[config.mk]
export PLATFORM = sky130hd
export DESIGN_NAME = multi_issue_engine
export DESIGN_NICKNAME = d
export VERILOG_FILES = /design/src/rtl/multi_issue_engine.sv
export SDC_FILE = /design/constraint.sdc
export NUM_CORES = 1
export LEC_CHECK = 0
export ABC_AREA = 1
export CELL_PAD_IN_SITES_DETAIL_PLACEMENT = 0
export CELL_PAD_IN_SITES_GLOBAL_PLACEMENT = 1
export CORE_ASPECT_RATIO = 1.1
export CORE_MARGIN = 2
export CORE_UTILIZATION = 30
export CTS_BUF_LIST = sky130_fd_sc_hd__clkbuf_4 sky130_fd_sc_hd__clkbuf_8 sky130_fd_sc_hd__clkbuf_16
export DETAILED_ROUTE_END_ITERATION = 6
export PLACE_DENSITY_LB_ADDON = 0.1
export REMOVE_ABC_BUFFERS = 1
export SLEW_MARGIN = 20
export SYNTH_ARGS = -nofsm -noshare
export SYNTH_HDL_FRONTEND = slang
export SYNTH_SLANG_ARGS = --single-unit
[constraint.sdc]
create_clock -name clk -period 4.4 [get_ports clk]
set_input_delay 0.66 -clock clk [delete_from_list [all_inputs] [get_ports clk]]
set_output_delay 0.66 -clock clk [all_outputs]
set_load 0.01 [all_outputs]
[src/rtl/multi_issue_engine.sv]
// Decode-stage issue detector. It picks how many of the oldest slots issue together
// and tracks in-flight load destinations in a per-register countdown scoreboard.
module multi_issue_engine #(
    parameter int ISSUE_WIDTH  = 2,
    parameter int LOAD_LATENCY = 2,
    parameter int FIFO_DEPTH   = 16,
    parameter int PERF_WIDTH   = 32
) (
    input  logic                               clk,
    input  logic                               resetn,
    input  logic                               flush,
    input  logic                               stall,
    input  logic [$clog2(FIFO_DEPTH+1)-1:0]    fifo_count,
    input  logic [6*ISSUE_WIDTH-1:0]           slot_opcode,
    input  logic [5*ISSUE_WIDTH-1:0]           slot_rs,
    input  logic [5*ISSUE_WIDTH-1:0]           slot_rt,
    input  logic [5*ISSUE_WIDTH-1:0]           slot_dest,
    input  logic [ISSUE_WIDTH-1:0]             slot_wb_en,
    input  logic [2*ISSUE_WIDTH-1:0]           slot_mem_type,
    input  logic [ISSUE_WIDTH-1:0]             slot_branch,
    input  logic [ISSUE_WIDTH-1:0]             slot_priv,
    input  logic [ISSUE_WIDTH-1:0]             slot_hilo,
    output logic [ISSUE_WIDTH-1:0]             issue_mask,
    output logic [$clog2(ISSUE_WIDTH+1)-1:0]   issue_count,
    output logic                               load_use_stall,
    output logic [PERF_WIDTH-1:0]              perf_multi_cnt,
    output logic [PERF_WIDTH-1:0]              perf_single_cnt,
    output logic [PERF_WIDTH-1:0]              perf_stall_cnt
);

    localparam int SB_W  = $clog2(LOAD_LATENCY + 1);
    localparam int CNT_W = $clog2(ISSUE_WIDTH + 1);

    // Memory-type encoding shared with common.vh.
    localparam logic [1:0] MEM_NOOP = 2'd0;
    localparam logic [1:0] MEM_LOAD = 2'd1;

    logic [5:0]      op    [ISSUE_WIDTH];
    logic [4:0]      rs    [ISSUE_WIDTH];
    logic [4:0]      rt    [ISSUE_WIDTH];
    logic [4:0]      dest  [ISSUE_WIDTH];
    logic [1:0]      mem   [ISSUE_WIDTH];
    logic [ISSUE_WIDTH-1:0] src_blocked;

    logic [SB_W-1:0] sb_cnt  [32];
    logic [SB_W-1:0] sb_next [32];
    logic [31:0]     busy;

    logic            prev_ok;
    logic            ok;
    logic            priv_seen;
    int              issue_total;
    logic            slot0_flags_unused;

    assign slot0_flags_unused = slot_branch[0] ^ slot_hilo[0];

    always_comb begin
        for (int k = 0; k < ISSUE_WIDTH; k++) begin
            op[k]   = slot_opcode[6*k +: 6];
            rs[k]   = slot_rs[5*k +: 5];
            rt[k]   = slot_rt[5*k +: 5];
            dest[k] = slot_dest[5*k +: 5];
            mem[k]  = slot_mem_type[2*k +: 2];
        end
    end

    // rt is only a source for R-type (opcode 0) instructions.
    always_comb begin
        for (int r = 0; r < 32; r++) begin
            busy[r] = (sb_cnt[r] != '0);
        end
        for (int k = 0; k < ISSUE_WIDTH; k++) begin
            src_blocked[k] = busy[rs[k]] || ((op[k] == 6'd0) && busy[rt[k]]);
        end
    end

    always_comb begin
        issue_mask  = '0;
        issue_total = 0;
        ok          = 1'b0;
        prev_ok     = (int'(fifo_count) >= 1) && !stall && !src_blocked[0];
        priv_seen   = slot_priv[0];
        issue_mask[0] = prev_ok;
        for (int k = 1; k < ISSUE_WIDTH; k++) begin
            ok = prev_ok && (int'(fifo_count) > k) && !priv_seen
                 && !slot_priv[k] && !slot_branch[k] && !slot_hilo[k]
                 && (mem[k] == MEM_NOOP) && !src_blocked[k];
            for (int j = 0; j < k; j++) begin
                if (slot_wb_en[j] && (dest[j] != 5'd0)) begin
                    if (dest[j] == rs[k]) ok = 1'b0;
                    if ((op[k] == 6'd0) && (dest[j] == rt[k])) ok = 1'b0;
                    if (slot_wb_en[k] && (dest[j] == dest[k])) ok = 1'b0;
                end
            end
            issue_mask[k] = ok;
            prev_ok       = ok;
            priv_seen     = priv_seen | slot_priv[k];
        end
        for (int k = 0; k < ISSUE_WIDTH; k++) begin
            if (issue_mask[k]) issue_total++;
        end
    end

    assign issue_count    = CNT_W'(issue_total);
    assign load_use_stall = (fifo_count != '0) && !stall && src_blocked[0];

    // Decrement first; a newly issued load then overrides its destination entry.
    always_comb begin
        for (int r = 0; r < 32; r++) begin
            sb_next[r] = (sb_cnt[r] != '0) ? sb_cnt[r] - SB_W'(1) : '0;
        end
        for (int k = 0; k < ISSUE_WIDTH; k++) begin
            if (issue_mask[k] && (mem[k] == MEM_LOAD) && slot_wb_en[k] && (dest[k] != 5'd0)) begin
                sb_next[dest[k]] = SB_W'(LOAD_LATENCY);
            end
        end
    end

    always_ff @(posedge clk or negedge resetn) begin
        if (!resetn) begin
            for (int r = 0; r < 32; r++) sb_cnt[r] <= '0;
        end else if (flush) begin
            for (int r = 0; r < 32; r++) sb_cnt[r] <= '0;
        end else if (!stall) begin
            for (int r = 0; r < 32; r++) sb_cnt[r] <= sb_next[r];
        end
    end

    // Perf counters observe every cycle regardless of stall/flush and simply wrap.
    always_ff @(posedge clk or negedge resetn) begin
        if (!resetn) begin
            perf_multi_cnt  <= '0;
            perf_single_cnt <= '0;
            perf_stall_cnt  <= '0;
        end else begin
            if (issue_total >= 2) perf_multi_cnt <= perf_multi_cnt + PERF_WIDTH'(1);
            if (issue_total == 1) perf_single_cnt <= perf_single_cnt + PERF_WIDTH'(1);
            if ((fifo_count != '0) && (issue_total == 0)) perf_stall_cnt <= perf_stall_cnt + PERF_WIDTH'(1);
        end
    end

endmodule

[Word-level counts from Yosys, hierarchy flattened]
Cells that the tools add are included.
Storage, ports and cells
  register bits: 160
  word-level logic and storage cells: 224
Operators by class
  $add $sub $neg: 36
  $lt $le $gt $ge: 11
  equal/unequal tests: 7
  mux-type cells: 54
  bitwise operators: 8
  reduce and logical (&&, ||, !) cells: 73
Operators with widths (number)
  2-to-1 mux 64 bit: 4
  adder 32 x 1 -> 32 bit (second input constant): 3
  2-to-1 mux 2 bit: 34
  bitwise AND 32 bit: 2
  inverter 32 bit: 2
  OR 32 bit: 2
  nonzero test 2 bit: 32
  subtractor 2 x 1 -> 2 bit (second input constant): 32
  adder 32 x 2 -> 32 bit (second input constant): 1
  == test 32 x 2 -> 1 bit (second input constant): 1
  >= comparator 32 x 3 -> 1 bit (second input constant): 1
  zero test 32 bit: 1
  2-to-1 mux 32 bit: 1
  logical AND 1 bit: 25
  < comparator 5 x 6 -> 1 bit (second input constant): 4
  binary-select mux 1 bit (select 5 bit): 4
  demux 2 bit (select 5 bit): 2
  == test 5 bit: 3
  nonzero test 5 bit: 3
  >= comparator 6 bit (second input constant): 2
  zero test 6 bit: 2
  < comparator 6 x 1 -> 1 bit (second input constant): 2
  inverter 5 -> 6 bit: 2
  2-to-1 mux 1 bit: 9
  other kinds (7): 15

[Longest topological paths before layout]
  depth after elaboration: 24
  depth in mapped cells: 27

[Worst setup path before layout]
No wires, ideal clock.
  path type: input to register
  start: input port slot_rt[0]
  end: register perf_multi_cnt[28]
  data arrival time: 3.510 ns
  path slack: 0.765 ns
  stages: 24
  path buffers: 3
  cells stage by stage: buf_4 -> inv_2 -> buf_2 -> o21ai_1 -> nand2_1 -> nand3_1 -> nand2_1 -> nand2_1 -> nand3_1 -> nand3_2 -> nand3_4 -> inv_1 -> nand3_1 -> inv_1 -> ha_1 -> buf_2 -> nand3_1 -> nor2_2 -> nand4_2 -> nor4_4 -> nand4_1 -> nor3_1 -> nand2_1 -> xnor2_1
Between the ends
  cells in the longest elaborated chain, start to end: 19
  elaborated cells between the ends (all ways): 21
  classes of those cells: add/sub: 1; order compare: 1; mux: 8; reduce/logical: 11
RTL lines
  from (decl): line 16  | input logic [5*ISSUE_WIDTH-1:0] slot_rt,
  binary-select mux 1 bit (select 5 bit) (*): line 73  | src_blocked[k] = busy[rs[k]] || ((op[k] == 6'd0) && busy[rt[k]]);
  2-to-1 mux 1 bit (implied by the code) (*): line 73
  logical AND 1 bit (*): line 73
  logical OR 1 bit (*): line 73
  zero test 1 bit (*): line 81  | prev_ok = (int'(fifo_count) >= 1) && !stall && !src_blocked[0];
  logical AND 1 bit (*): line 81
  via issue_mask[0]: line 23  | output logic [ISSUE_WIDTH-1:0] issue_mask,
  logical AND 1 bit (*) (2 in series): line 85  | ok = prev_ok && (int'(fifo_count) > k) && !priv_seen
  (+5 left out)
  2-to-1 mux 1 bit: line 90  | if (dest[j] == rs[k]) ok = 1'b0;
  2-to-1 mux 1 bit: line 91  | if ((op[k] == 6'd0) && (dest[j] == rt[k])) ok = 1'b0;
  2-to-1 mux 1 bit: line 92  | if (slot_wb_en[k] && (dest[j] == dest[k])) ok = 1'b0;
  2-to-1 mux 1 bit (*): line 89  | if (slot_wb_en[j] && (dest[j] != 5'd0)) begin
  via ok: line 50  | logic ok;
  2-to-1 mux 32 bit (*): line 100  | if (issue_mask[k]) issue_total++;
  via issue_count[1]: line 24  | output logic [$clog2(ISSUE_WIDTH+1)-1:0] issue_count,
  >= comparator 32 x 3 -> 1 bit (*): line 136  | if (issue_total >= 2) perf_multi_cnt <= perf_multi_cnt + PERF_WIDTH'(1);
  to (signal assigned): line 136
  to (decl): line 26  | output logic [PERF_WIDTH-1:0] perf_multi_cnt,
The timed path passes the listed nets; every way through them passes the cells marked *. The select of a mux whose other input is x is not followed.
A chain may end at the register's enable or synchronous reset.

[Worst setup path in the final report]
  start: input port slot_rs[1]
  end: output port issue_count[1]
Between the ends
  cells in the longest elaborated chain, start to end: 17
  elaborated cells between the ends (all ways): 19
  classes of those cells: add/sub: 1; mux: 8; reduce/logical: 10
RTL lines
  from (decl): line 15  | input logic [5*ISSUE_WIDTH-1:0] slot_rs,
  binary-select mux 1 bit (select 5 bit) (*): line 73
  2-to-1 mux 1 bit (implied by the code) (*): line 73
  logical OR 1 bit (*): line 73
  zero test 1 bit (*): line 81
  logical AND 1 bit (*): line 81
  branches (longest 11 deep; another with adder 32 x 2 -> 32 bit)
  2-to-1 mux 32 bit (*): line 100
  to (decl): line 24
Every way passes the cells marked *. The select of a mux whose other input is x is not followed.

==> impl_metrics.csv <==
group,metric,value,unit
status,status,"completed",
worst_setup_path,crit_chain,"clkdlybuf4s50_1 -> clkinv_1 -> buf_4 -> a21oi_1 -> o21ai_0 -> nand3_1 -> nand3_1 -> nand3_1 -> nand2_2 -> nand3_4 -> inv_1 -> nand3_1 -> inv_1 -> ha_2 -> buf_4 -> buf_4 -> clkdlybuf4s50_1",
floorplan,die_y,194.6,µm
global_route,grt_max_degree,80,
cells_and_area,area_growth,30.98,%
drt,viasPerCell,4.748,
worst_setup_path,worstPathMaxFanout,8,
clocking,cts_htree_levels,4,
placed_design,dp.cells,2003,
synthesis,synth_area_leader_cell,"dfrtp_1",
drt,routed_wl,31360,µm
synthesis,yosysSeqAreaShare,0.4040,
global_route,gr-usage-met1,0.2580,
worst_setup_path,critPathBufInv,8,
worst_setup_path,critPathSlowestCell,"clkdlybuf4s50_1",
worst_setup_path,worstPathRequired,3740,ps
floorplan,start_util,0.3053,
cells_and_area,n_antenna_cell,0,
global_route,grt_util_all_layers,0.1870,
timing,fin_skew,16.43,ps
global_route,busiest_layer,"met2",
global_route,grt_overflow,0,
cells_and_area,finalNonFillerCells,2034,
synthesis,syn_area,9910,µm²
cells_and_area,final_nets,1664,
timing,maxSlewHeadroom,0.4870,
worst_setup_path,slowest_delay,530,ps
floorplan,core,32460,µm²
pwr,peakVddDrop,0.2195,mV
timing,finalSetupViolations,0,
worst_setup_path,start_kind,"input port",
worst_hold_path,hp-class,"input port to async pin",
synthesis,synthDominantCellAreaShare,0.4040,
drt,dr.pass1.iters,5,
pwr,leakage,6.344,nW
synthesis,avgSynthCellArea,7.078,µm²
timing,finalSetupTns,0,ps
synthesis,synth.most_common_cell,"nand2_1",
global_route,grt_pass1_vias,9421,
timing,fmax,236.7,MHz
timing,fin_crit,4224,ps
drt,vias,9658,
synthesis,yosysWarnings,0,
clocking,cts-buffers-inserted,17,
worst_setup_path,crit_path_frequent_cell,"nand3_1",
timing,holdWs,284.0,ps
global_route,use_met2,0.3041,
placed_design,hpwl,23130,µm
timing,finalMaxSlewViolations,0,
cells_and_area,drive_above_1_share,0.07463,
timing,hold_viol_final,0,
synthesis,synth_edf_count,0,
synthesis,async_reset_ff_frac,1.000,
clocking,cts_sinks,160,
pwr,powerDensity,308.7,nW/µm²
clocking,worstSkewPairLatency,440,ps
worst_setup_path,end_kind,"primary output",
drt,routedWlPerCell,15.42,µm
timing,fin_crit_sh,0.9600,
global_route,grt_util_met3,0.03560,
timing,worst_slew_pin_slew,769.5,ps
worst_setup_path,arrival,3560,ps
clocking,cts_tree,"done",
worst_setup_path,worstSetupPathType,"input port to primary output",
timing,rsz0062_at_grt,"no",
synthesis,ys_ff_latch,160,
floorplan,rows,69,
drt,drc_errors,0,
floorplan,die-area,34500,µm²
synthesis,synth_flop_cell,"dfrtp_1",
global_route,grt_pass1_wl,51000,µm
synthesis,synthTopCellsByCount,"438 x nand2_1, 160 x dfrtp_1, 141 x nand3_1",
clocking,hold_buffers,0,
synthesis,yosys-top-cells-area,"dfrtp_1 40%, nand2_1 17%, nand3_1 7.1%, xor2_1 6.0%, inv_1 5.0%",
synthesis,yosysUniqueCellTypes,43,
placed_design,placed_area,12340,µm²
placed_design,routabilityCongestion,0.8532,
drt,first_iter_violations,643,
placed_design,portBuffers,161,
drt,ant_nets,0,
synthesis,synthCells,1400,
clocking,clk_pin_slew_worst_paths,70,ps
floorplan,die_width,177.3,µm
flow_run,max_cap_violations,0,
cells_and_area,stdcell_area,12980,µm²
clocking,cts_root_buf,"clkbuf_16",
clocking,cts_buffer_depth,2,
floorplan,io_pins,164,
worst_setup_path,crit_family,"buffers and inverters",
global_route,grt_antenna_before_repair,0,
power breakdown:
| part | switching [W] | internal (W) |
|---|---|---|
| Sequential | 0.000109 | 0.00155 |
| Combinational | 0.000374 | 0.000328 |
| Clock | 0.000659 | 0.000984 |
| Total | 0.00114 | 0.00287 |
state kept, by name (all words and copies together) (netlist names):
signal,flops
perf_stall_cnt,32
perf_single_cnt,32
perf_multi_cnt,32
sb_cnt,64
cells by family (layout without fill, tap and decap cells):
| kind of cell | after synthesis | in the layout | synth area share |
|---|---|---|---|
| DFF | 160 | 160 | 0.4040 |
| xor gates and xnor gates | 94 | 94 | 0.08308 |
| adders and majority gates | 5 | 5 | 0.006313 |
| AOI/OAI and AO/OA | 149 | 149 | 0.07993 |
| buffers and inverters | 183 | 391 | 0.07374 |
| and+or+nand+nor | 809 | 809 | 0.3529 |
through the flow:
step / worst slack, ps / utilization / power (W)
2_1_floorplan: 885.4 / - / 0.001978
3_3_place_gp: 62.46 / 0.3803 / 0.002404
3_5_place_dp: 40.72 / 0.3803 / 0.002405
4_1_cts: 116.1 / 0.3998 / 0.004071
5_1_grt: 24.34 / 0.3999 / 0.004208
6_report: 175.9 / 0.3999 / 0.004007
repair_timing:
action                                 in CTS  in global routing
endpoints found under the hold margin       0                  0
resized for setup                           0                  2
setup endpoints to repair                   0                  2
setup buffers                               0                  0
worst paths after layout:
check / start / end / slack (ps) / cells after the start
min in group clk: perf_multi_cnt[31] / perf_multi_cnt[31] / 460 / 1
setup / recovery: slot_rs[1] / issue_count[1] / 180 / 17
max in group asynchronous: resetn / perf_single_cnt[21] / 3180 / 2
hold / removal: resetn / perf_multi_cnt[14] / 280 / 1
setup reg to reg: sb_cnt[3] / perf_multi_cnt[28] / 750 / 21
hold reg to reg: perf_multi_cnt[31] / perf_multi_cnt[31] / 460 / 1
placed cells by master (no fill, tap or decap), types with 3 or more instances in the layout:
cell type,instances
a21oi_1,77
buf_4,60
bufinv_16,4
clkbuf_16,17
clkdlybuf4s50_1,160
dfrtp_1,160
ha_1,4
inv_1,132
inv_2,3
nand2_1,438
nand2_2,4
nand3_1,141
nand4_1,17
nand4_2,3
nor2_1,124
nor2_2,3
nor2_4,5
nor3_1,47
nor3_2,3
nor4_1,14
o211ai_1,8
o21ai_0,45
o21ai_1,7
o22ai_1,4
xnor2_1,26
xor2_1,68
routing by layer:
| metal | routed length, µm | up-vias |
|---|---|---|
| met1 | 15110 | 4516 |
| met5 | 0 | - |
| met2 | 14390 | 217 |
| met4 | 267 | 0 |
| met3 | 1589 | 14 |
| li1 | - | 4911 |
layout make-up:
class	instances	area (µm²)
clock buffer	20	454.2
clock inverter	11	178.9
fill	3427	19480
inverter	137	514.2
multi-input combinational	1057	5192
sequential	160	4004
tap	426	533.0
timing repair buffer	223	2103
Power figures use the tool's default switching activity.
==> edit: new RTL, config.mk and constraints unchanged <==
`ISSUE_WIDTH`: 2 -> 4.
--- a/src/rtl/multi_issue_engine.sv
+++ b/src/rtl/multi_issue_engine.sv
@@ -1,7 +1,7 @@
 // Decode-stage issue detector. It picks how many of the oldest slots issue together
 // and tracks in-flight load destinations in a per-register countdown scoreboard.
 module multi_issue_engine #(
-    parameter int ISSUE_WIDTH  = 2,
+    parameter int ISSUE_WIDTH  = 4,
     parameter int LOAD_LATENCY = 2,
     parameter int FIFO_DEPTH   = 16,
     parameter int PERF_WIDTH   = 32
Interface: changed (11 resized); port bits go from 164 to 221. The function was not compared with the original's and may differ.
==> edit against the original RTL <==
- worst setup slack better by 0.055 ns
- final area up 38%
- synthesized area up 36%
- via count grew 59%
- total power fell by 0.35%
- first-iteration DRC count up 81%
- non-clock buffer count grew 166
- sequential cell count is the same
- sequential share of layout area fell by 8.5 points
- combinational power increased by 34%
- wire length grew 75%
- fmax up 1.3%
- critical path type unchanged
- largest cell class unchanged
- largest power group unchanged
- highest routed layer unchanged
==> edit: results (changes against the original RTL) <==
<table>
<tr><th>Metric</th><th>Value</th></tr>
<tr><th colspan="2">Outcome</th></tr>
<tr><td>Outcome</td><td>finished, final reports clean (unchanged)</td></tr>
<tr><th colspan="2">Place</th></tr>
<tr><td>Total cell area at the placement stage</td><td>17300 um2 (was 12300 um2)</td></tr>
<tr><td>Placer Congestion</td><td>0.937 (was 0.853)</td></tr>
<tr><td>Count of input and output buffers</td><td>218 (was 161)</td></tr>
<tr><th colspan="2">Timing</th></tr>
<tr><td>Largest clock skew in the final design</td><td>0.0111 ns (was 0.0164 ns)</td></tr>
<tr><th colspan="2">Pwr</th></tr>
<tr><td>Clock group</td><td>1.46 mW (was 1.64 mW)</td></tr>
<tr><td>Lkg Pwr</td><td>8.38 nW (was 6.34 nW)</td></tr>
<tr><td>Logic gate share of total power</td><td>23.5% (was 17.5%)</td></tr>
<tr><th colspan="2">Detailed routing</th></tr>
<tr><td>Number of violations reported at the end of detailed-routing iteration 0</td><td>1167 (was 643)</td></tr>
<tr><td>DRT Wirelength</td><td>54.9 mm (was 31.4 mm)</td></tr>
<tr><th colspan="2">Synthesis</th></tr>
<tr><td>Area share of the largest cell type after synthesis</td><td>29.7% (was 40.4%)</td></tr>
<tr><td>Top cells by area in the synthesized netlist</td><td>sky130_fd_sc_hd__dfrtp_1 30%, sky130_fd_sc_hd__nand2_1 19%, sky130_fd_sc_hd__nand3_1 9.7% (was sky130_fd_sc_hd__dfrtp_1 40%, sky130_fd_sc_hd__nand2_1 17%, sky130_fd_sc_hd__nand3_1 7.1%)</td></tr>
<tr><td>Compound-Gate Fraction of Synth Area</td><td>11.0% (was 7.99%)</td></tr>
<tr><td>Parity-gate share of the synthesized area counting xor and xnor cells</td><td>8.58% (was 8.31%)</td></tr>
<tr><th colspan="2">Global route</th></tr>
<tr><td>Total Routing Usage GR</td><td>23.6% (was 18.7%)</td></tr>
<tr><td>Largest net degree at the start of global routing</td><td>94 (was 80)</td></tr>
<tr><td>Wire length of the first global-routing pass</td><td>85.0 mm (was 51.0 mm)</td></tr>
<tr><th colspan="2">Worst setup path</th></tr>
<tr><td>Worst-path maximum fanout</td><td>9 (was 8)</td></tr>
<tr><td>Largest stage delay on the critical path</td><td>0.59 ns (was 0.53 ns)</td></tr>
<tr><th colspan="2">Final layout</th></tr>
<tr><td>Final net count</td><td>2606 (was 1664)</td></tr>
</table>
[edit: changes by cell type after synthesis, sizes merged, moves of 24 or more]
cell,before,now
o21ai,52,161
inv,135,216
nor2,132,195
buf,19,63
nand3,144,264
xor2,68,99
nand4,20,44
nand2,442,687
[edit: layout make-up]
class                      count  area, um2
inverter                     220        842
timing repair inverter         1       7.51
clock inverter                 9       81.3
sequential                   160       4000
tap                          581        727
timing repair buffer         389       3530
multi-input combinational   1694       8240
clock buffer                  23        489
fill                        4838      26500
[edit: routing by layer]
metal  up-vias  GRT usage [%]  routed length [um]
met5         -              0                   0
met4         0           6.57                1350
met3        67           2.72                2470
met2       390           39.8               26200
met1      7192           31.8               24900
li1       7694              -                   -
[edit: path summary, 6_finish.rpt]
kind	endpoint	cells past startpoint	slack, ns	from
worst max-delay path	issue_count[1]	20	0.23	slot_rs[6]
worst min-delay path	perf_stall_cnt[11]$_DFFE_PN0P_	1	0.32	resetn
worst max register to register	perf_stall_cnt[23]$_DFFE_PN0P_	22	0.70	sb_cnt[18]$_DFFE_PN0P_
worst min register to register	perf_stall_cnt[31]$_DFFE_PN0P_	2	0.52	perf_stall_cnt[31]$_DFFE_PN0P_
max in group asynchronous	sb_cnt[32]$_DFFE_PN0P_	2	3.18	resetn
min in group clk	perf_stall_cnt[31]$_DFFE_PN0P_	2	0.52	perf_stall_cnt[31]$_DFFE_PN0P_
[edit: per-stage QoR]
step / hold WS, ns / total power, mW / std cells
global route: 0.381 / 4.21 / 3077
CTS: 0.343 / 4.05 / 3077
floorplan: 0.364 / 2.00 / 2074
detailed placement: 0.514 / 2.56 / 3044
global placement: 0.507 / 2.55 / 3044
finish: 0.324 / 3.99 / 3077
